`config.mk`:
```
export PLATFORM = sky130hd
export DESIGN_NAME = csr_sequencer
export DESIGN_NICKNAME = d
export VERILOG_FILES = /design/src/rtl/csr_sequencer.sv
export SDC_FILE = /design/constraint.sdc
export NUM_CORES = 1
export LEC_CHECK = 0
export CAP_MARGIN = 30
export CELL_PAD_IN_SITES_DETAIL_PLACEMENT = 1
export CELL_PAD_IN_SITES_GLOBAL_PLACEMENT = 2
export CORE_ASPECT_RATIO = 1.1
export CORE_MARGIN = 2
export CORE_UTILIZATION = 31
export DETAILED_ROUTE_END_ITERATION = 6
export PLACE_DENSITY = 0.82
export SETUP_SLACK_MARGIN = 0.15
export SYNTH_ARGS = -nofsm -noshare
export SYNTH_HDL_FRONTEND = slang
export SYNTH_SLANG_ARGS = --single-unit
```
`constraint.sdc`:
```
create_clock -name clk -period 4.25 [get_ports clk]
set_clock_uncertainty 0.1 [all_clocks]
set_input_delay 0.85 -clock clk [delete_from_list [all_inputs] [get_ports clk]]
set_output_delay 0.85 -clock clk [all_outputs]
set_load 0.02 [all_outputs]
```
`src/rtl/csr_sequencer.sv`:
```
// ==========================================================================
// csr_sequencer : Zicsr read-modify-write, trap-entry and MRET sequencer.
// Option macro CSR_VECTORED_MTVEC_EN enables vectored mtvec redirect. Rev 1.0
// ==========================================================================
`default_nettype none

module csr_sequencer #(
   parameter int RST_PC_ALIGN = 2
) (
   input  logic        clk,
   input  logic        rst,
   input  logic        req_valid,
   output logic        req_ready,
   input  logic [2:0]  req_funct3,
   input  logic [11:0] req_addr,
   input  logic [31:0] req_src,
   input  logic        req_src_idx_zero,
   input  logic        trap_req,
   input  logic [31:0] trap_pc,
   input  logic [31:0] trap_cause,
   input  logic [31:0] trap_tval,
   input  logic        mret_req,
   output logic [11:0] csr_addr,
   input  logic [31:0] csr_out,
   output logic [11:0] csr_wr_addr,
   output logic [31:0] csr_data_in,
   output logic        wr_csr_n,
   output logic [31:0] rd_data,
   output logic        rd_valid,
   output logic        illegal_csr,
   output logic [31:0] redirect_pc,
   output logic        redirect_valid
);

   localparam logic [3:0] c_ST_IDLE    = 4'd0;
   localparam logic [3:0] c_ST_C_RD    = 4'd1;
   localparam logic [3:0] c_ST_C_WR    = 4'd2;
   localparam logic [3:0] c_ST_T_EPC   = 4'd3;
   localparam logic [3:0] c_ST_T_CAUSE = 4'd4;
   localparam logic [3:0] c_ST_T_TVAL  = 4'd5;
   localparam logic [3:0] c_ST_T_STAT  = 4'd6;
   localparam logic [3:0] c_ST_M_STAT  = 4'd7;
   localparam logic [3:0] c_ST_M_EPC   = 4'd8;
   localparam logic [3:0] c_ST_M_WR    = 4'd9;

   localparam logic [11:0] c_MSTATUS = 12'h300;
   localparam logic [11:0] c_MTVEC   = 12'h305;
   localparam logic [11:0] c_MEPC    = 12'h341;
   localparam logic [11:0] c_MCAUSE  = 12'h342;
   localparam logic [11:0] c_MTVAL   = 12'h343;

   localparam logic [31:0] c_ALIGN_MASK = ~((32'd1 << RST_PC_ALIGN) - 32'd1);

   logic [3:0]  r_state;
   logic [3:0]  w_next_state;

   logic [2:0]  r_funct3;
   logic [11:0] r_addr;
   logic [31:0] r_src;
   logic        r_idx_zero;
   logic [31:0] r_old;
   logic [31:0] r_pc;
   logic [31:0] r_cause;
   logic [31:0] r_tval;
   logic [31:0] r_tvec;
   logic [31:0] r_st;
   logic [31:0] r_epc;
   logic [31:0] r_rd_data;
   logic        r_rd_valid;
   logic        r_illegal;
   logic [31:0] r_redirect_pc;
   logic        r_redirect_valid;

   logic        w_idle;
   logic        w_take_trap;
   logic        w_take_mret;
   logic        w_take_req;
   logic        w_suppress;
   logic        w_illegal;
   logic        w_do_write;
   logic [31:0] w_new;
   logic [31:0] w_trap_mstatus;
   logic [31:0] w_mret_mstatus;
   logic [31:0] w_trap_base;
   logic [31:0] w_trap_target;

   // A level-held trap/mret request is still visible during its own redirect
   // pulse; it must not be re-accepted in that cycle.
   assign w_idle      = (r_state == c_ST_IDLE);
   assign w_take_trap = w_idle & trap_req & ~r_redirect_valid;
   assign w_take_mret = w_idle & ~trap_req & mret_req & ~r_redirect_valid;
   assign w_take_req  = w_idle & ~trap_req & ~mret_req & req_valid;

   assign req_ready      = w_idle & ~trap_req & ~mret_req;
   assign rd_data        = r_rd_data;
   assign rd_valid       = r_rd_valid;
   assign illegal_csr    = r_illegal;
   assign redirect_pc    = r_redirect_pc;
   assign redirect_valid = r_redirect_valid;

   always_comb begin
      w_suppress = 1'b1;
      w_new      = r_old;
      case (r_funct3)
         3'b001, 3'b101: begin
            w_suppress = 1'b0;
            w_new      = r_src;
         end
         3'b010, 3'b110: begin
            w_suppress = r_idx_zero;
            w_new      = r_old | r_src;
         end
         3'b011, 3'b111: begin
            w_suppress = r_idx_zero;
            w_new      = r_old & ~r_src;
         end
         default: begin
            w_suppress = 1'b1;
            w_new      = r_old;
         end
      endcase
   end

   assign w_illegal  = ~w_suppress & (r_addr[11:10] == 2'b11);
   assign w_do_write = ~w_suppress & ~w_illegal;

   always_comb begin
      w_trap_mstatus        = r_st;
      w_trap_mstatus[7]     = r_st[3];
      w_trap_mstatus[3]     = 1'b0;
      w_trap_mstatus[12:11] = 2'b11;
      w_mret_mstatus        = r_st;
      w_mret_mstatus[3]     = r_st[7];
      w_mret_mstatus[7]     = 1'b1;
      w_mret_mstatus[12:11] = 2'b11;
   end

   always_comb begin
      w_trap_base = r_tvec & 32'hFFFF_FFFC;
`ifdef CSR_VECTORED_MTVEC_EN
      if ((r_tvec[1:0] == 2'b01) && r_cause[31]) begin
         w_trap_target = w_trap_base + {r_cause[29:0], 2'b00};
      end else begin
         w_trap_target = w_trap_base;
      end
`else
      w_trap_target = w_trap_base;
`endif
   end

   always_ff @(posedge clk) begin
      if (rst) begin
         r_state <= c_ST_IDLE;
      end else begin
         r_state <= w_next_state;
      end
   end

   always_comb begin
      w_next_state = r_state;
      case (r_state)
         c_ST_IDLE: begin
            if (w_take_trap) begin
               w_next_state = c_ST_T_EPC;
            end else if (w_take_mret) begin
               w_next_state = c_ST_M_STAT;
            end else if (w_take_req) begin
               w_next_state = c_ST_C_RD;
            end
         end
         c_ST_C_RD:    w_next_state = c_ST_C_WR;
         c_ST_C_WR:    w_next_state = c_ST_IDLE;
         c_ST_T_EPC:   w_next_state = c_ST_T_CAUSE;
         c_ST_T_CAUSE: w_next_state = c_ST_T_TVAL;
         c_ST_T_TVAL:  w_next_state = c_ST_T_STAT;
         c_ST_T_STAT:  w_next_state = c_ST_IDLE;
         c_ST_M_STAT:  w_next_state = c_ST_M_EPC;
         c_ST_M_EPC:   w_next_state = c_ST_M_WR;
         c_ST_M_WR:    w_next_state = c_ST_IDLE;
         default:      w_next_state = c_ST_IDLE;
      endcase
   end

   always_comb begin
      csr_addr    = 12'h000;
      csr_wr_addr = 12'h000;
      csr_data_in = 32'h0000_0000;
      wr_csr_n    = 1'b1;
      case (r_state)
         c_ST_C_RD: begin
            csr_addr = r_addr;
         end
         c_ST_C_WR: begin
            if (w_do_write) begin
               wr_csr_n    = 1'b0;
               csr_wr_addr = r_addr;
               csr_data_in = w_new;
            end
         end
         c_ST_T_EPC: begin
            csr_addr    = c_MTVEC;
            wr_csr_n    = 1'b0;
            csr_wr_addr = c_MEPC;
            csr_data_in = r_pc & 32'hFFFF_FFFC;
         end
         c_ST_T_CAUSE: begin
            csr_addr    = c_MSTATUS;
            wr_csr_n    = 1'b0;
            csr_wr_addr = c_MCAUSE;
            csr_data_in = r_cause;
         end
         c_ST_T_TVAL: begin
            wr_csr_n    = 1'b0;
            csr_wr_addr = c_MTVAL;
            csr_data_in = r_tval;
         end
         c_ST_T_STAT: begin
            wr_csr_n    = 1'b0;
            csr_wr_addr = c_MSTATUS;
            csr_data_in = w_trap_mstatus;
         end
         c_ST_M_STAT: begin
            csr_addr = c_MSTATUS;
         end
         c_ST_M_EPC: begin
            csr_addr = c_MEPC;
         end
         c_ST_M_WR: begin
            wr_csr_n    = 1'b0;
            csr_wr_addr = c_MSTATUS;
            csr_data_in = w_mret_mstatus;
         end
         default: begin
            wr_csr_n = 1'b1;
         end
      endcase
   end

   always_ff @(posedge clk) begin
      if (rst) begin
         r_funct3         <= 3'b000;
         r_addr           <= 12'h000;
         r_src            <= 32'h0;
         r_idx_zero       <= 1'b0;
         r_old            <= 32'h0;
         r_pc             <= 32'h0;
         r_cause          <= 32'h0;
         r_tval           <= 32'h0;
         r_tvec           <= 32'h0;
         r_st             <= 32'h0;
         r_epc            <= 32'h0;
         r_rd_data        <= 32'h0;
         r_rd_valid       <= 1'b0;
         r_illegal        <= 1'b0;
         r_redirect_pc    <= 32'h0;
         r_redirect_valid <= 1'b0;
      end else begin
         r_rd_valid       <= 1'b0;
         r_illegal        <= 1'b0;
         r_redirect_valid <= 1'b0;
         case (r_state)
            c_ST_IDLE: begin
               if (w_take_trap) begin
                  r_pc    <= trap_pc;
                  r_cause <= trap_cause;
                  r_tval  <= trap_tval;
               end else if (w_take_req) begin
                  r_funct3   <= req_funct3;
                  r_addr     <= req_addr;
                  r_src      <= req_src;
                  r_idx_zero <= req_src_idx_zero;
               end
            end
            c_ST_C_RD: begin
               r_old <= csr_out;
            end
            c_ST_C_WR: begin
               r_rd_valid <= 1'b1;
               r_rd_data  <= r_old;
               r_illegal  <= w_illegal;
            end
            c_ST_T_EPC: begin
               r_tvec <= csr_out;
            end
            c_ST_T_CAUSE: begin
               r_st <= csr_out;
            end
            c_ST_T_STAT: begin
               r_redirect_valid <= 1'b1;
               r_redirect_pc    <= w_trap_target & c_ALIGN_MASK;
            end
            c_ST_M_STAT: begin
               r_st <= csr_out;
            end
            c_ST_M_EPC: begin
               r_epc <= csr_out;
            end
            c_ST_M_WR: begin
               r_redirect_valid <= 1'b1;
               r_redirect_pc    <= r_epc & c_ALIGN_MASK;
            end
            default: begin
               r_rd_valid <= 1'b0;
            end
         endcase
      end
   end

endmodule

`default_nettype wire

```
==> impl_metrics.yaml <==
outcome:
  outcome: "complete, no violations"
cells_and_area:
  final_nets: 2179
  mostFrequentLayoutCells: "610 x nand2_1, 331 x dfxtp_1, 307 x a21oi_1"
  fillers: 5255
  fin_area_sq_mm: 0.0186
  syn2layout_area_growth_pct: 34.2
  drive_above_1_share_pct: 7.96
  layout_commonest_cell: "nand2_1"
critical_path:
  r2r_cells: 7
  setup.worst_path.class: "flip-flop to primary output"
  cp_max_fo: 28
  critPathLaunchType: "flip-flop"
  cp-end-kind: "primary output"
  rr_startpoint: "r_state[1]"
  r2r_end: "rd_data[19]"
  critPathRequiredTime_ns: 3.30
  r2r_setup_slack_ns: 1.41
  arrival_ns: 3.04
floorplan:
  die_y_um: 226
  core.rowCount: 81
  die_x_um: 206
  start_util_pct: 31.3
  die_area_sq_mm: 0.0465
  design.core.area_sq_mm: 0.0443
  io_pins: 306
sta:
  max_clock_freq_mhz: 250
  report.final.hold_viol_count: 0
  tightest_slew_ns: 0.977
  final_max_slew_viol_count: 0
  rsz0062_at_grt: "yes"
  fin_crit_ns: 3.99
  relSlewSlack_pct: 34.8
  fin_crit_sh_pct: 93.9
  setup_viol: 0
  fin_tns_setup_ns: 0
  holdWs_ns: 0.353
synthesis:
  synth_warnings: 0
  syn_inst: 1776
  syn_area_sq_mm: 0.0139
  ys_seq_elements: 332
  ys_types: 48
  yosysSeqAreaShare_pct: 47.9
  ys.flop_type: "dfxtp_1"
  synthArstFlopShare_pct: 0
  synth_edf_count: 0
  avgSynthCellArea_sq_um: 7.82
drt:
  post-route-drc-count: 0
  routed_via_density: 5.06
  via_count: 13183
  ant_nets: 0
  drt_pre_antenna_iters: 5
  routed_wl_um: 51300
  routedWlPerCell_um: 19.7
  drt_iter0_markers: 687
power:
  power.density_mw_per_mm2: 462
  leakagePower_nw: 6.20
  irDropWorstVdd_mv: 0.197
  finalPower_w: 0.00860
clock_tree:
  htree_levels: 2
  clk_latency_ns: 0.54
  path_clk_slew_ns: 0.06
  cts_buffers: 38
  hold_buffers: 0
  clkSinkCount: 332
  ctsRootBufferMaster: "clkbuf_16"
  cts_tree: "done"
  cts.path.max_buffers: 3
global_route:
  antenna_found_initial: 2
  grt_pass1_vias: 13029
  grt_use_total_pct: 21.7
  grt_max_degree: 140
  grt_pass1_wl_um: 77900
  grt_overflow: 0
hold_path:
  hold_path_end: "r_tvec[21]"
  hold_path_depth: 2
  hold_class: "flip-flop to flip-flop"
  hold_start: "r_tvec[21]"
placed_design:
  dp_hpwl_um: 36200
  dpl_cell_area_sq_mm: 0.0173
  gp_congestion: 0.818
  io_buffer_count: 300
flow_run:
  maxCapViolCount: 0
==> logic make-up (layout without fill, tap and decap cells) <==
| family | count (synthesis) | after routing | share of synthesized area, % |
|---|---|---|---|
| buffers and inverters | 160 | 405 | 4.95 |
| flip-flops | 332 | 332 | 47.9 |
| AO/OA/AOI/OAI | 527 | 527 | 23.8 |
| other | 1 | 4 | 0.0270 |
| multiplexers | 31 | 31 | 2.24 |
| AND/OR/NAND/NOR | 722 | 723 | 20.9 |
| XOR/XNOR | 3 | 3 | 0.189 |
==> state kept, by name, indices dropped and copies added, names as in the netlist <==
register        flops
illegal_csr         1
r_addr             12
r_cause            32
r_epc              30
r_funct3            2
r_idx_zero          1
r_old              32
r_pc               30
r_src              32
r_st               30
r_state             4
r_tval             32
r_tvec             30
rd_data            32
rd_valid            1
redirect_pc        30
redirect_valid      1
==> cell usage after synthesis (all sizes together) (2+ instances only) <==
master | count | area share [%]
or3 | 2 | 0.090
and3 | 7 | 0.32
clkbuf | 123 | 3.3
and2 | 13 | 0.59
o21ai | 29 | 1.0
a22oi | 79 | 4.3
a32oi | 4 | 0.25
a22o | 27 | 1.7
buf | 35 | 1.6
a21o | 6 | 0.32
o211ai | 20 | 1.7
inv | 2 | 0.054
nor2b | 13 | 0.59
nand3 | 2 | 0.072
nor3 | 7 | 0.25
nor3b | 2 | 0.11
xor2 | 3 | 0.19
nand2b | 3 | 0.14
o221ai | 4 | 0.34
nor2 | 37 | 1.0
nand2 | 612 | 17
or2 | 19 | 0.86
mux2i | 31 | 2.2
o22ai | 7 | 0.32
dfxtp | 332 | 48
a211oi | 28 | 1.5
a21oi | 307 | 11
a221o | 9 | 0.65
==> report_power, final <==
part	internal, W	leakage, nW	switching [W]
logic	0.000687	2.91	0.00114
clock network	0.00191	0.593	0.00130
registers	0.00338	2.69	0.000180
total	0.00597	6.20	0.00262
==> critical path, stage by stage, from the launching register on <==
cell,delay [ns]
dfxtp_1,0.47
nand2b_2,0.38
a221o_2,0.24
buf_4,0.39
o22ai_1,0.12
a221o_1,0.28
clkdlybuf4s50_1,0.60
==> stage by stage <==
stage	setup slack [ns]	cells	utilization (%)
after floorplan	1.43	1777	-
after global placement	0.633	2532	39.0
after detailed placement	0.597	2533	39.1
after CTS	0.132	2600	41.9
after global routing	0.140	2606	42.1
final	0.258	2606	42.1
==> timing repair <==
item / in CTS / in global routing
setup buffers: 2 / 1
cloned: 0 / 1
endpoints found under the hold margin: 0 / 0
resized for setup: 1 / 1
endpoints found under the setup margin: 21 / 5
==> worst max path at each step <==
stage | startpoint | to | slack (ns) | cells after the start
after floorplan | r_state[0] | csr_data_in[13] | 1.43 | 7
after global placement | r_state[3] | csr_data_in[0] | 0.63 | 5
after detailed placement | r_state[3] | csr_data_in[0] | 0.60 | 5
after CTS | r_state[3] | csr_data_in[0] | 0.13 | 6
after global routing | r_funct3[1] | csr_data_in[5] | 0.14 | 6
final | r_funct3[1] | csr_data_in[4] | 0.26 | 6
==> metal layers <==
| layer | part of all wire, % | global-route usage [%] | wire length [um] | vias up |
|---|---|---|---|---|
| met5 | 0 | 0 | 0 | - |
| li1 | - | - | - | 6474 |
| met3 | 5.0 | 3.75 | 2570 | 61 |
| met1 | 48 | 31.1 | 24700 | 6348 |
| met2 | 45 | 33.4 | 23100 | 300 |
| met4 | 2.0 | 5.73 | 1020 | 0 |
==> cell type report <==
cell class,count,area (sq um),share of cell area (%)
diodes,2,5.00,0.0269
clock buffers,56,1100,5.90
clock inverters,9,98.8,0.531
multi-input cells,1286,6640,35.7
inverters,2,7.51,0.0403
flip-flops and latches,332,6650,35.7
repair buffers,338,3400,18.2
well taps,581,727,3.90
Note: power is estimated with default switching activity, not from simulation.
